--- config.mk ---
export PLATFORM = sky130hd
export DESIGN_NAME = imem_boot_loader_flat
export DESIGN_NICKNAME = d
export VERILOG_FILES = /design/src/rtl/imem_boot_loader_if.sv /design/src/rtl/imem_boot_loader.sv /design/src/flat_wrapper.sv
export SDC_FILE = /design/constraint.sdc
export NUM_CORES = 1
export LEC_CHECK = 0
export CORE_UTILIZATION = 30
export DETAILED_ROUTE_END_ITERATION = 10
export GPL_TIMING_DRIVEN = 0
export SLEW_MARGIN = 10
export SYNTH_ARGS = -nofsm -noshare
export SYNTH_HDL_FRONTEND = slang
export SYNTH_SLANG_ARGS = --single-unit
--- constraint.sdc ---
create_clock -name clk -period 3.2 [get_ports clk]
set_input_delay 0.32 -clock clk [delete_from_list [all_inputs] [get_ports clk]]
set_output_delay 0.32 -clock clk [all_outputs]
set_load 0.02 [all_outputs]
--- src/rtl/imem_boot_loader_if.sv ---
// rtl/imem_boot_loader_if.sv - byte-stream input and instruction-memory write bus of the boot loader
interface imem_boot_loader_if;
  logic        in_valid;
  logic [7:0]  in_data;
  logic        in_ready;
  logic        mem_we;
  logic [31:0] mem_addr;
  logic [31:0] mem_wdata;

  // loader side: consumes the byte stream, drives the memory write port
  modport slave (
    input  in_valid,
    input  in_data,
    output in_ready,
    output mem_we,
    output mem_addr,
    output mem_wdata
  );

  // host side: sources the byte stream, observes the memory write port
  modport master (
    output in_valid,
    output in_data,
    input  in_ready,
    input  mem_we,
    input  mem_addr,
    input  mem_wdata
  );
endinterface

--- src/rtl/imem_boot_loader.sv ---
// rtl/imem_boot_loader.sv - boot loader assembling LE words into imem; optional trailing XOR checksum via LOADER_CHECKSUM_EN
module imem_boot_loader #(
  parameter int WORDS = 64
) (
  input  logic                clk,
  input  logic                rst,
  imem_boot_loader_if.slave   bus,
  output logic                cpu_rst_n,
  output logic                done,
  output logic                error,
  output logic [15:0]         words_loaded
);

  localparam logic [2:0] HDR0   = 3'd0;
  localparam logic [2:0] HDR1   = 3'd1;
  localparam logic [2:0] LENCHK = 3'd2;
  localparam logic [2:0] DATA   = 3'd3;
  localparam logic [2:0] WRITE  = 3'd4;
  localparam logic [2:0] CSUM   = 3'd5;
  localparam logic [2:0] DONE   = 3'd6;
  localparam logic [2:0] ERROR  = 3'd7;

  localparam logic [15:0] MAX_LEN = 16'(WORDS);

  logic [2:0]  state;
  logic [15:0] len;
  logic [15:0] word_idx;
  logic [1:0]  byte_idx;
  logic [23:0] asm_q;
  logic [31:0] addr_q;
  logic [31:0] wdata_q;
  logic        xfer;
`ifdef LOADER_CHECKSUM_EN
  logic [7:0]  csum;
`endif

  // in_ready is gated by rst so it reads 0 throughout the reset cycle
  assign bus.in_ready = rst && ((state == HDR0) || (state == HDR1) ||
                                (state == DATA) || (state == CSUM));
  assign xfer         = bus.in_valid && bus.in_ready;
  assign bus.mem_we   = (state == WRITE);
  assign bus.mem_addr = addr_q;
  assign bus.mem_wdata = wdata_q;
  assign cpu_rst_n    = (state == DONE);
  assign done         = (state == DONE);
  assign error        = (state == ERROR);
  assign words_loaded = word_idx;

  // main loader FSM: header capture, length check, word assembly and write
  always_ff @(posedge clk) begin
    if (!rst) begin
      state    <= HDR0;
      len      <= 16'd0;
      word_idx <= 16'd0;
      byte_idx <= 2'd0;
      asm_q    <= 24'd0;
      addr_q   <= 32'd0;
      wdata_q  <= 32'd0;
`ifdef LOADER_CHECKSUM_EN
      csum     <= 8'd0;
`endif
    end else begin
      case (state)
        HDR0: begin
          if (xfer) begin
            len[7:0] <= bus.in_data;
            state    <= HDR1;
          end
        end
        HDR1: begin
          if (xfer) begin
            len[15:8] <= bus.in_data;
            state     <= LENCHK;
          end
        end
        LENCHK: begin
          if ((len == 16'd0) || (len > MAX_LEN)) begin
            state <= ERROR;
          end else begin
            state    <= DATA;
            word_idx <= 16'd0;
            byte_idx <= 2'd0;
`ifdef LOADER_CHECKSUM_EN
            csum     <= 8'd0;
`endif
          end
        end
        DATA: begin
          if (xfer) begin
`ifdef LOADER_CHECKSUM_EN
            csum <= csum ^ bus.in_data;
`endif
            if (byte_idx == 2'd3) begin
              // 4th byte goes straight into the top lane; the write port is registered here
              addr_q   <= {14'd0, word_idx, 2'b00};
              wdata_q  <= {bus.in_data, asm_q};
              byte_idx <= 2'd0;
              state    <= WRITE;
            end else begin
              asm_q    <= {bus.in_data, asm_q[23:8]};
              byte_idx <= byte_idx + 2'd1;
            end
          end
        end
        WRITE: begin
          word_idx <= word_idx + 16'd1;
          if ((word_idx + 16'd1) == len) begin
`ifdef LOADER_CHECKSUM_EN
            state <= CSUM;
`else
            state <= DONE;
`endif
          end else begin
            state <= DATA;
          end
        end
        CSUM: begin
`ifdef LOADER_CHECKSUM_EN
          if (xfer) begin
            state <= (bus.in_data == csum) ? DONE : ERROR;
          end
`else
          state <= ERROR;
`endif
        end
        DONE:    state <= DONE;
        ERROR:   state <= ERROR;
        default: state <= ERROR;
      endcase
    end
  end

endmodule
--- src/flat_wrapper.sv ---
// flat-port wrapper written by rule: the top's interface ports become plain ports
module imem_boot_loader_flat 
#(
  parameter int WORDS = 64
)
  (clk, rst, cpu_rst_n, done, error, words_loaded, bus_in_valid, bus_in_data, bus_in_ready, bus_mem_we, bus_mem_addr, bus_mem_wdata);
  imem_boot_loader_if bus_i ();
  input  logic clk;
  input  logic rst;
  output logic cpu_rst_n;
  output logic done;
  output logic error;
  output logic [15:0] words_loaded;
  input wire logic [$bits(bus_i.in_valid)-1:0] bus_in_valid;
  input wire logic [$bits(bus_i.in_data)-1:0] bus_in_data;
  output wire logic [$bits(bus_i.in_ready)-1:0] bus_in_ready;
  output wire logic [$bits(bus_i.mem_we)-1:0] bus_mem_we;
  output wire logic [$bits(bus_i.mem_addr)-1:0] bus_mem_addr;
  output wire logic [$bits(bus_i.mem_wdata)-1:0] bus_mem_wdata;
  assign bus_i.in_valid = bus_in_valid;
  assign bus_i.in_data = bus_in_data;
  assign bus_in_ready = bus_i.in_ready;
  assign bus_mem_we = bus_i.mem_we;
  assign bus_mem_addr = bus_i.mem_addr;
  assign bus_mem_wdata = bus_i.mem_wdata;
  imem_boot_loader #(.WORDS(WORDS)) u_core (.clk(clk), .rst(rst), .bus(bus_i), .cpu_rst_n(cpu_rst_n), .done(done), .error(error), .words_loaded(words_loaded));
endmodule
Yosys cells after proc, flatten, opt, wreduce, memory -nomap -nowiden
Index checks and enable logic that the tools add are counted.
- add/subtract/negate cells: 2
- $mul: 0
- div/mod/pow operators: 0
- $lt $le $gt $ge: 1
- eq/ne operators: 14
- shift-type cells: 0
- multiplexer cells: 13
- bitwise gates (word level): 1
- reductions and logical operators: 18
- operators with widths (operator ; number):
    $pmux W16 S2 ; 1
    $pmux W3 S7 ; 1
    $mux W3 ; 6
    $add A16 B1 Y16 const B ; 1
    $eq A16 B16 Y1 ; 1
    $gt A16 B7 Y1 const B ; 1
    $logic_not A16 Y1 ; 1
    $mux W16 ; 1
    $eq A3 B3 Y1 const B ; 4
    $reduce_and A3 Y1 ; 3
    $eq A3 B2 Y1 const B ; 2
    $mux W2 ; 3
    $ne A2 B1 Y1 const B ; 3
    $reduce_and A2 Y1 ; 3
    $logic_or A1 B1 Y1 ; 4
    $ne A2 B2 Y1 const B ; 2
    $pmux W2 S2 ; 1
    $reduce_and A4 Y1 ; 1
    $reduce_bool A2 Y1 ; 2
    $eq A3 B1 Y1 const B ; 1
    $logic_not A3 Y1 ; 1
    $add A2 B1 Y2 const B ; 1
    $eq A2 B2 Y1 const B ; 1
    $logic_and A1 B1 Y1 ; 2
    other kinds (2) ; 2
- flip-flop bits (word level): 109
- latch bits: 0
- memory bits (writable): 0
- bits in read-only memories: 0
- bits of input ports: 11
- output and inout bits: 85
- word-level logic and storage cells: 57
- memories: 0

Longest topological paths before layout
Gate-level depths: netlist of the first run.
- depth in word-level cells: 8
- mapped depth: 9
- depth with buffers taken out: 7

Worst setup path after synthesis of the first run
No wires, ideal clock.
- path kind: register -> register
- from: register u_core.state[2]
- to: register u_core.addr_q[2], in the netlist u_core.bus.mem_addr[2]
- setup time: 122 ps
- arrival time: 1865 ps
- data required time: 3078 ps
- path slack: 1213 ps
- stages on the path, launching flop included: 10
- buffers on the path: 3
- clock period less this slack: 1987 ps
- path through: dfxtp_1 buf_6 a21boi_0 o21a_1 nand2_1 or3_1 buf_2 clkbuf_1 nand2_1 a21boi_0
- longest elaborated chain between the ends: 7
- elaborated cells on any way between the ends: 10
- those cells by class: eq/ne: 3; reduce/logical: 7
- RTL lines (item ; RTL line ; text):
    start, declared ; imem_boot_loader.sv:25 ; logic [2:0] state;
    start signal, assigned ; imem_boot_loader.sv:52 ; state <= HDR0;
    start signal, assigned ; imem_boot_loader.sv:67 ; state <= HDR1;
    start signal, assigned ; imem_boot_loader.sv:73 ; state <= LENCHK;
    $eq A3 B1 Y1 or $logic_not A3 Y1 (tied branches) ; imem_boot_loader.sv:38 ; assign bus.in_ready = rst && ((state == HDR0) || (state == HDR1) ||
    $logic_or A1 B1 Y1 (2 in a row) ; imem_boot_loader.sv:38 ;
    $logic_or A1 B1 Y1 (*) ; imem_boot_loader.sv:39 ; (state == DATA) || (state == CSUM));
    $logic_and A1 B1 Y1 (*) ; imem_boot_loader.sv:38 ;
    named net bus_in_ready ; flat_wrapper.sv:16 ; output wire logic [$bits(bus_i.in_ready)-1:0] bus_in_ready;
    $logic_and A1 B1 Y1 (*) ; imem_boot_loader.sv:40 ; assign xfer = bus.in_valid && bus.in_ready;
    $reduce_and A3 Y1 (no line) (*) ; - ;
    end signal, assigned ; imem_boot_loader.sv:95 ; addr_q <= {14'd0, word_idx, 2'b00};
    end, declared ; imem_boot_loader.sv:30 ; logic [31:0] addr_q;
The timed path passes the listed nets; every way through them passes the cells marked *.
A chain may end at the register's enable or synchronous reset.

Final worst setup path of the first run
- from: register u_core.state[2]
- to: output bus_mem_we
- longest elaborated chain between the ends: 1
- RTL lines (item ; RTL line ; text):
    $eq A3 B3 Y1 ; imem_boot_loader.sv:41 ; assign bus.mem_we = (state == WRITE);
    end, declared ; flat_wrapper.sv:17 ; output wire logic [$bits(bus_i.mem_we)-1:0] bus_mem_we;
Every way passes these cells.

==> impl_metrics.ini, run 1 <==
[run_status]
outcome = complete, no violations

[global_route]
grt_max_degree = 18
antenna_found_initial = 0
groute.usage.overall = 0.159
first_global_vias = 3991
grt_pass1_wl_um = 20600
overflow = 0

[timing]
finalClockSkew_ps = 7.89
timing.final.crit_share = 0.923
max_slew_margin = 0.371
whs_ps = 455
rsz0062_at_grt = no
tightest_slew_ps = 940
hold_violations = 0
setup_viol = 0
setup_tns_ps = 0
slew_violations = 0
finalCriticalPeriod_ps = 2950
fmax_mhz = 339
fin_ws_ps = 247

[logic_synthesis]
async_reset_ff_frac = 0
yosysMostFrequentCell = nand2_1
synth_area_leaders = dfxtp_1, nand2_1, a21boi_0
synth_area_per_cell_um2 = 8.21
seq_area_frac_synth = 0.441
synth-edff-count = 0
synth_seq_cells = 109
synthTopCellsByCount = nand2_1, dfxtp_1, a21boi_0
synth_ff_type = dfxtp_1
yosys_warnings = 0
synth_top_area_cell = dfxtp_1
synthCells = 603
yosysUniqueCellTypes = 43
synthesis.area_um2 = 4950
synth_top_area_share = 0.441

[critical_path]
worstSetupPathType = flip-flop to primary output
endpoint = bus_mem_we
cp_common_cell = nand2b_1
critical_path.max_stage_delay_ps = 700
critPathArrivalTime_ps = 2630
critPathRequiredTime_ps = 2880
worst_setup_path_start_kind = flip-flop
critPathMaxFanout = 10
startpoint = u_core.state[2]
r2r_cells = 6
r2r-end = u_core.words_loaded[12]
r2r_setup_slack_ps = 900
end_kind = primary output
crit_slowest_cell = clkdlybuf4s50_1
regToRegStartpoint = u_core.len[8]
crit_chain = buf_6 -> nand2b_1 -> nand2b_1 -> inv_1 -> clkbuf_1 -> clkdlybuf4s50_1

[drt]
drt_iter0_drc = 246
drt_drc_violations_left = 0
drt_wl_total_um = 12700
wl_per_cell_um = 13.7
viasPerCell = 4.67
ant_nets = 0
vias = 4330
drt_first_pass_iters = 5

[place]
gp_routability_congestion = 0.804
hpwl_um = 9500
post-place-ws_ps = 643
dp.cells = 912
io_buffers = 78

[finish]
syn2layout_area_growth_pct = 28.2
fin_nets = 720
layout.cells.non_filler = 927
drive_gt1_frac = 0.0661
antennaDiodeCount = 0

[clock_tree]
post_cts_buffers = 0
cts_buffer_depth = 2
cts.reportedPaths.clkPinSlew_ps = 70
ctsHtreeMaxLevel = 3
postCtsHoldBufs = 0
cts_buffers = 9
clock_sinks = 109
clock_latency_ps = 360
cts_tree = yes
clock-root-buffer = clkbuf_16
cts_resized = 0

[floorplanning]
die_x_um = 130
dieArea_um2 = 17000
die-height_um = 130
fp.coreArea_um2 = 16000
start_util = 0.310
rows = 46
ios = 96

[min_path]
hold_depth = 2
hp-class = flip-flop to flip-flop

[power_and_ir_drop]
irDropWorstVdd_uv = 300
p_per_area_nw_per_um2 = 434
p_leak_nw = 2.23

[run]
cap_violations = 0
-- through the flow --
step / util / power, W / instance area (µm²)
after floorplan: - / 0.00160 / 5010
after global placement: 0.379 / 0.00167 / 6060
after detailed placement: 0.379 / 0.00167 / 6060
after CTS: 0.397 / 0.00279 / 6350
after global routing: 0.397 / 0.00288 / 6350
final: 0.397 / 0.00276 / 6350
-- worst min-delay path by stage --
stage,endpoint,startpoint,slack [ps]
floorplan,u_core.bus.mem_wdata[0],u_core.asm_q[0],440
CTS,u_core.bus.mem_wdata[17],u_core.bus.mem_wdata[17],460
detailed placement,u_core.bus.mem_wdata[17],u_core.bus.mem_wdata[17],450
global placement,u_core.bus.mem_addr[6],u_core.bus.mem_addr[6],440
finish,u_core.bus.mem_wdata[17],u_core.bus.mem_wdata[17],450
global route,u_core.bus.mem_wdata[14],u_core.bus.mem_wdata[14],470
-- power by group --
group          switching (W)  internal [W]  leakage, nW  total, W
clock               0.000508      0.000609        0.145   0.00112
combinational       0.000144      0.000105         1.21  0.000249
sequential         0.0000192       0.00137        0.879   0.00139
-- critical path, delay by kind of cell, from the launching register on --
| kind | cells | cell delay (ps) |
|---|---|---|
| buf+inv | 4 | 1540 |
| flops | 1 | 350 |
| simple gates | 2 | 390 |
-- state kept, by name (all words and copies together), names as in the netlist --
signal / count
u_core.words_loaded: 16
u_core.asm_q: 24
u_core.state: 3
u_core.len: 16
u_core.bus.mem_wdata: 32
u_core.bus.mem_addr: 16
u_core.byte_idx: 2
-- layout make-up --
class	instances	area [µm²]
Fill cell	1692	9650
Clock inverter	5	60.1
Sequential cell	109	2180
Inverter	4	15.0
Timing Repair Buffer	78	781
Multi-Input combinational cell	447	2500
Buffer	58	312
Clock buffer	10	229
Tap cell	216	270
-- cell usage in the layout, fill, tap and decap left out, drive strengths merged, types with 3 or more instances in the layout --
master	Yosys	routed
clkbuf	32	42
clkdlybuf4s50	0	78
nand3	12	12
or3	5	5
nor2	21	21
o21ai	22	22
inv	4	6
conb	1	16
dfxtp	109	109
and3	6	6
xor2	10	10
nor3	8	8
a31oi	13	13
nand2	169	169
and4	3	3
o31a	3	3
xnor2	15	15
a21boi	73	73
nand4	10	10
a21oi	8	8
buf	26	26
mux2i	18	18
or4	3	3
nor2b	16	16
-- logic make-up (layout without fill, tap and decap cells) --
logic type	count (synthesis)	after routing	synth area share
compound gates	127	127	0.177
other cells	1	16	0.000757
simple gates	259	259	0.230
xor+xnor	25	25	0.0442
flops	109	109	0.441
mux	18	18	0.0364
buf+inv	62	155	0.0659
fa+ha+maj	2	2	0.00505
-- per-layer routing --
metal  vias up  GRT usage  wire [µm]
li1       2213          -          -
met4         0     0.0615        232
met1      1997      0.218       6360
met2       103      0.241       5490
met5         -          0          0
met3        17     0.0354        642
Note: power is estimated with default switching activity, not from simulation.
==> inputs of run 2 (changes only) <==
--- a/config.mk
+++ b/config.mk
@@ -7,6 +7,7 @@
 export LEC_CHECK = 0
 export CORE_UTILIZATION = 30
 export DETAILED_ROUTE_END_ITERATION = 10
+export GPL_ROUTABILITY_DRIVEN = 1
 export GPL_TIMING_DRIVEN = 0
 export SLEW_MARGIN = 10
 export SYNTH_ARGS = -nofsm -noshare
==> results of run 2 <==
The final DEF is identical to that of run 1; final timing and power are the same.
